==> src/rtl/multicycle_pkg.sv <==
// Shared types and constants for the multicycle instruction sequencer:
// FSM state encoding, opcode values and SIGNAL control-word bit positions.
package multicycle_pkg;

  typedef enum logic [2:0] {
    IDLE   = 3'd0,
    FETCH  = 3'd1,
    DECODE = 3'd2,
    EXEC   = 3'd3,
    MEM    = 3'd4,
    WB     = 3'd5
  } state_t;

  typedef logic [1:0] opcode_t;

  localparam opcode_t OP_ADD = 2'b00;
  localparam opcode_t OP_LW  = 2'b01;
  localparam opcode_t OP_SW  = 2'b10;
  localparam opcode_t OP_JMP = 2'b11;

  localparam int SIG_REGDST   = 7;
  localparam int SIG_REGWRITE = 6;
  localparam int SIG_ALUSRC   = 5;
  localparam int SIG_JMP      = 4;
  localparam int SIG_MEMREAD  = 3;
  localparam int SIG_MEMWRITE = 2;
  localparam int SIG_MEMTOREG = 1;
  localparam int SIG_ALUOP    = 0;

  // Opcode-only control bits; phase-dependent bits are added by the sequencer.
  typedef struct packed {
    logic regdst;
    logic alusrc;
    logic jmp;
    logic memtoreg;
    logic aluop;
  } static_ctrl_t;

endpackage

==> src/rtl/seq_decode.sv <==
// Combinational opcode decoder producing the static (phase-independent)
// control bits for the multicycle sequencer.
module seq_decode
  import multicycle_pkg::*;
(
  input  opcode_t      i_opcode,
  output static_ctrl_t o_ctrl
);

  always_comb begin
    // NOTE: every output gets a default first so no path can infer a latch.
    o_ctrl = '0;
    case (i_opcode)
      OP_ADD: o_ctrl.regdst = 1'b1;
      OP_LW: begin
        o_ctrl.alusrc   = 1'b1;
        o_ctrl.memtoreg = 1'b1;
      end
      OP_SW:  o_ctrl.alusrc = 1'b1;
      OP_JMP: o_ctrl.jmp    = 1'b1;
      default: o_ctrl = '0;
    endcase
  end

endmodule

==> src/rtl/multicycle_sequencer.sv <==
// Multicycle FETCH/DECODE/EXEC/MEM/WB control sequencer with retired-instruction count.
// Optional macro SINGLE_STEP_EN adds a STEP input and returns to IDLE after every instruction.
module multicycle_sequencer
  import multicycle_pkg::*;
(
  input  logic       CLK,
  input  logic       RST,
  input  logic [7:0] INSTR,
  input  logic       INSTR_VALID,
  output logic       INSTR_READY,
  input  logic       HALT,
`ifdef SINGLE_STEP_EN
  input  logic       STEP,
`endif
  output logic [7:0] IR,
  output logic [7:0] SIGNAL,
  output logic       PC_EN,
  output logic       BUSY,
  output logic [7:0] INSTR_CNT
);

  state_t       r_state;
  state_t       w_state_nxt;
  state_t       w_after_final;
  logic [7:0]   r_ir;
  logic [7:0]   r_cnt;
  logic         r_armed;
  opcode_t      w_op;
  static_ctrl_t w_ctrl;
  logic         w_final;
  logic         w_start;
  logic [7:0]   w_signal;

  assign w_op = r_ir[7:6];

  seq_decode u_decode (
    .i_opcode (w_op),
    .o_ctrl   (w_ctrl)
  );

  // r_armed delays the first IDLE->FETCH until the second edge after reset release.
`ifdef SINGLE_STEP_EN
  assign w_start       = r_armed && !HALT && STEP;
  assign w_after_final = IDLE;
`else
  assign w_start       = r_armed && !HALT;
  assign w_after_final = HALT ? IDLE : FETCH;
`endif

  assign w_final = ((r_state == EXEC) && (w_op == OP_JMP)) ||
                   ((r_state == MEM)  && (w_op == OP_SW))  ||
                   (r_state == WB);

  always_comb begin
    w_state_nxt = r_state;
    case (r_state)
      IDLE:   if (w_start) w_state_nxt = FETCH;
      FETCH:  if (INSTR_VALID) w_state_nxt = DECODE;
      DECODE: w_state_nxt = EXEC;
      EXEC: begin
        case (w_op)
          OP_ADD:       w_state_nxt = WB;
          OP_LW, OP_SW: w_state_nxt = MEM;
          default:      w_state_nxt = w_after_final;
        endcase
      end
      MEM:    w_state_nxt = (w_op == OP_LW) ? WB : w_after_final;
      WB:     w_state_nxt = w_after_final;
      default: w_state_nxt = IDLE;
    endcase
  end

  always_ff @(posedge CLK or negedge RST) begin
    if (!RST) begin
      r_state <= IDLE;
      r_ir    <= '0;
      r_cnt   <= '0;
      r_armed <= 1'b0;
    end else begin
      // NOTE: sequential state uses non-blocking assignments so every flop samples pre-edge values.
      r_state <= w_state_nxt;
      r_armed <= 1'b1;
      if ((r_state == FETCH) && INSTR_VALID) r_ir <= INSTR;
      if (w_final) r_cnt <= r_cnt + 8'd1;
    end
  end

  // MEMTOREG only steers the writeback mux, so it is shown in WB alone.
  always_comb begin
    w_signal = '0;
    if ((r_state == EXEC) || (r_state == MEM) || (r_state == WB)) begin
      w_signal[SIG_REGDST]   = w_ctrl.regdst;
      w_signal[SIG_ALUSRC]   = w_ctrl.alusrc;
      w_signal[SIG_JMP]      = w_ctrl.jmp;
      w_signal[SIG_ALUOP]    = w_ctrl.aluop;
      w_signal[SIG_MEMREAD]  = (r_state == MEM) && (w_op == OP_LW);
      w_signal[SIG_MEMWRITE] = (r_state == MEM) && (w_op == OP_SW);
      w_signal[SIG_MEMTOREG] = (r_state == WB) && w_ctrl.memtoreg;
      w_signal[SIG_REGWRITE] = (r_state == WB);
    end
  end

  assign SIGNAL      = w_signal;
  assign PC_EN       = w_final;
  assign INSTR_READY = (r_state == FETCH);
  assign BUSY        = (r_state != IDLE);
  assign IR          = r_ir;
  assign INSTR_CNT   = r_cnt;

endmodule

==> config.mk <==
export PLATFORM = sky130hd
export DESIGN_NAME = multicycle_sequencer
export DESIGN_NICKNAME = d
export VERILOG_FILES = /design/src/rtl/multicycle_pkg.sv /design/src/rtl/seq_decode.sv /design/src/rtl/multicycle_sequencer.sv
export SDC_FILE = /design/constraint.sdc
export NUM_CORES = 1
export LEC_CHECK = 0
export ABC_AREA = 1
export CAP_MARGIN = 30
export CORE_MARGIN = 3
export CORE_UTILIZATION = 41
export CTS_CLUSTER_DIAMETER = 40
export DETAILED_ROUTE_END_ITERATION = 8
export GPL_TIMING_DRIVEN = 0
export PLACE_DENSITY = 0.84
export SLEW_MARGIN = 20
export SYNTH_ARGS = -nofsm -noshare
export SYNTH_HDL_FRONTEND = slang
export SYNTH_HIERARCHICAL = 1
export SYNTH_SLANG_ARGS = --single-unit
export TNS_END_PERCENT = 100
==> constraint.sdc <==
create_clock -name CLK -period 1.2 [get_ports CLK]
set_input_delay 0.18 -clock CLK [delete_from_list [all_inputs] [get_ports CLK]]
set_output_delay 0.18 -clock CLK [all_outputs]
set_load 0.1 [all_outputs]
---- After elaboration in Yosys (flattened, before gate mapping) ----
Cells that the tools add are included.
word-level totals
  memories ................................ 0
  word-level logic and storage cells ...... 42
  bits in writable memories ............... 0
  flip-flop bits (word level) ............. 20
  latch bits .............................. 0
  input port bits ......................... 12
  bits in read-only memories .............. 0
  output and inout bits ................... 27
cells by class
  muxes and demuxes ....................... 11
  add/sub/neg operators ................... 1
  order comparisons ....................... 0
  reduce and logical (&&, ||, !) cells .... 16
  multipliers ............................. 0
  eq/ne operators ......................... 10
  shift operators ......................... 0
  divide/modulo/power cells ............... 0
  bitwise gates (word level) .............. 0
operators with widths
  operator                                                          number
  3-bit case mux with 6 select lines                                1
  3-bit 2-to-1 mux                                                  3
  8-bit by 1-bit adder with 8-bit output (second input constant)    1
  8-bit 2-to-1 mux                                                  1
  3-bit by 2-bit == test with 1-bit output (second input constant)  2
  3-bit == test (second input constant)                             2
  1-bit logical AND                                                 6
  3-bit case mux with 2 select lines                                1
  1-bit 2-to-1 mux                                                  5
  2-bit == test (second input constant)                             2
  1-bit logical OR                                                  4
  2-bit != test (second input constant)                             2
  3-bit by 1-bit == test with 1-bit output (second input constant)  1
  3-bit logical NOT                                                 1
  3-bit nonzero test                                                1
  2-bit by 1-bit == test with 1-bit output (second input constant)  1
  2-bit logical NOT                                                 1
  2-bit AND reduction                                               1
  2-bit OR reduction                                                1
  1-bit logical NOT                                                 1

---- Longest topological paths before layout ----
  word-level depth ........................ 4
  gate-level depth with buffers ........... 8
  gate-level depth less buffers ........... 7

---- Modules after synthesis ----
The synthesis kept the hierarchy.
modules (own cells, without submodules)
  module                area an instance (um^2)  cells each  times used  sequential area each (um^2)
  multicycle_sequencer  1147.4                   151         1           500.5
  seq_decode            56.3                     7           1           0.0

---- Least setup slack after synthesis ----
No wires, ideal clock.
  path kind ............................... reg-to-output
  start point ............................. register r_ir[7] (netlist: IR[7])
  end point ............................... output port SIGNAL[5]
  arrival ................................. 2.753 ns
  data required time ...................... 1.020 ns
  path slack .............................. -1.733 ns
  stages on the path, launching flop included .. 5
  cells stage by stage .................... dfrtp_1 inv_1 ha_1 inv_1 nor2_1
RTL lines
  element                   RTL line                    RTL
  start: declaration        multicycle_sequencer.sv:25  logic [7:0] r_ir;
  start signal: assignment  multicycle_sequencer.sv:76  r_ir <= '0;
  start signal: assignment  multicycle_sequencer.sv:83  if ((r_state == FETCH) && INSTR_VALID) r_ir <= INSTR;
  end: declaration          multicycle_sequencer.sv:16  output logic [7:0] SIGNAL,

---- Worst setup path in the final report ----
  start point ............................. register r_state[1]
  end point ............................... output port SIGNAL[1]
on the way
  cells in the longest elaborated chain, start to end .. 4
RTL lines
  element                                                                    RTL line                    RTL
  start: declaration                                                         multicycle_sequencer.sv:22  state_t r_state;
  start signal: assignment                                                   multicycle_sequencer.sv:81  r_state <= w_state_nxt;
  3-bit by 2-bit == test with 1-bit output or 3-bit == test (tied branches)  multicycle_sequencer.sv:91  if ((r_state == EXEC) || (r_state == MEM) || (r_state == WB)) begin
  1-bit logical OR (2 in series)                                             multicycle_sequencer.sv:91
  8-bit 2-to-1 mux (*)                                                       multicycle_sequencer.sv:91
Mark *: on every way between the ends. The rest lies on a longest branch, timed or not.

==> out/metrics.yaml <==
num_io_pins: 39
ant_nets: 0
critPathMaxFanout: 6
core_area_sq_um: 2780
violations: "max-slew violations, negative setup slack"
finalHoldViolCount: 0
wl_per_cell_um: 17.5
clock_skew_ns: 0.00155
grt_remaining_overflow: 0
dp_hpwl_mm: 2.10
grt_use_total_pct: 23.9
rsz0062_at_grt: "yes"
syn_avg_cell_area_sq_um: 7.62
mostFrequentLayoutCells: "42 x nand2_1, 23 x buf_4, 15 x buf_6, 15 x buf_12"
place_congestion: 0.866
clock-sinks: 20
setup_viol: 33
cts_tree: "done"
startpoint: "r_state[1]"
cp.required_ns: 1.02
diodes: 0
clk_path_buf_depth: 2
synthToLayoutAreaGrowth_pct: 92.7
cts.htree.levels: 1
numCtsBuffers: 3
ys_types: 25
path_class: "reg -> out"
initial_core_util_pct: 43.3
final_common_cell: "nand2_1"
max-slew-margin-rel_pct: -19.9
syn-cell-area_sq_um: 1200
dieArea_sq_um: 3620
numPortBuffers: 36
status: "finished with violations"
tns_ns: -10.72
synth_top_area_cell: "dfrtp_1"
design_area_sq_um: 2320
die_y_um: 60.2
clk_latency_ns: 0.31
drive_gt1_share_pct: 51.3
first_iter_violations: 79
max_cap_viol_count: 0
reg2reg_depth: 7
placed_area_sq_um: 1740
first_global_vias: 1387
antenna_found_initial: 0
start_kind: "flip-flop"
die_w_um: 60.2
dp_cells: 225
rows: 19
wirelength_mm: 4.53
grt_max_degree: 21
grt_first_pass_wirelength_mm: 6.43
cts_root_buffer: "clkbuf_4"
report.final.slew_viol_count: 1
drc: 0
endpoint: "SIGNAL[1]"
hold_path.class: "in -> async"
setup_ws_ns: -0.519
yosys.area.top_type_share_pct: 41.6
ys_seq_area_share_pct: 41.6
post_drt_via_cell_ratio: 5.44
reg2reg_setup_slack_ns: -0.39
ys_ff_latch: 20
worst_pin_slew_ns: 1.79
fmax_ghz: 0.582
period_share_pct: 143
r2r_start: "r_state[1]"
stdcell_count: 259
critical_path_arrival_ns: 1.54
fin_crit_ns: 1.72
r2r-end: "IR[1]"
nets: 245
clk_pin_slew_ns: 0.12
synth.area.top_cells: "dfrtp_1 42%, nand2_1 14%, inv_1 7.5%"
drtPass1Iterations: 4
yosys_warnings: 6
cp-end-kind: "output pin"
syn_inst: 158
synth_nets: 174
vias: 1410
-- cell usage after synthesis, drive strengths merged --
| library cell | n |
|---|---|
| o21bai | 1 |
| nand3b | 1 |
| dfrtp | 20 |
| buf | 4 |
| inv | 25 |
| nor3 | 2 |
| nor2 | 15 |
| ha | 4 |
| clkbuf | 1 |
| nand3 | 17 |
| xor2 | 4 |
| conb | 2 |
| nand2 | 46 |
| o21ai | 1 |
| nand4 | 10 |
| a21oi | 5 |
-- cells by family after synthesis --
family | share of synthesized area, %
adder cells (fa/ha/maj) | 4.16
AND/OR/NAND/NOR | 36.2
flip-flops | 41.6
buffers and inverters | 10.5
other | 0.624
AO/OA/AOI/OAI | 4.05
XOR/XNOR | 2.91
-- registers in the layout (all words and copies together) (netlist names) --
register,cells
r_armed,1
IR,8
INSTR_CNT,8
r_state,3
-- area by class of cell --
type / count / area [sq um]
Inverter: 25 / 119
Buffer: 5 / 48.8
Sequential cell: 20 / 524
Clock buffer: 4 / 36.3
Fill cell: 143 / 462
Multi-Input combinational cell: 108 / 741
Timing Repair Buffer: 66 / 812
Tap cell: 31 / 38.8
-- layer usage --
metal  track usage (%)  share of wire (%)  up-vias
li1                  -                  -      641
met1              26.3                 37      677
met2              44.6                 53       72
met3              6.26                6.5       20
met4              6.33                3.8        0
met5                 0                  0        -
-- what timing repair did --
item / in CTS / in global routing
resized for setup: 227 / 17
buffers inserted: 23 / 8
gates cloned: 0 / 1
setup endpoints to repair: 44 / 39
hold buffers: 0 / 0
pin swaps: 10 / 5
-- per-stage QoR --
step	utilization, %	hold slack [ns]	setup WS, ns
after floorplan	-	-0.116	-0.741
after global placement	62.6	0.456	-1.25
after detailed placement	62.6	0.458	-1.29
after CTS	78.5	0.270	-0.450
after global routing	83.4	0.0971	-0.566
final	83.4	0.0841	-0.519
-- how the worst min path moves through the flow --
stage | to | depth (start not counted) | startpoint
global placement | IR[1] | 2 | IR[1]
global route | INSTR_CNT[7] | 1 | RST
CTS | IR[1] | 3 | INSTR_VALID
finish | INSTR_CNT[7] | 1 | RST
detailed placement | IR[1] | 2 | IR[1]
floorplan | INSTR_CNT[2] | 0 | RST
-- critical path: stages (launching register included) --
cell	delay [ns]
dfrtp_2	0.51
nor2_4	0.14
nand2_1	0.11
buf_6	0.16
nor2_4	0.12
buf_12	0.18
Power is left out: the tool's default activity adds up to more than one toggle a clock period on the data nets, which glitch-free logic cannot reach.
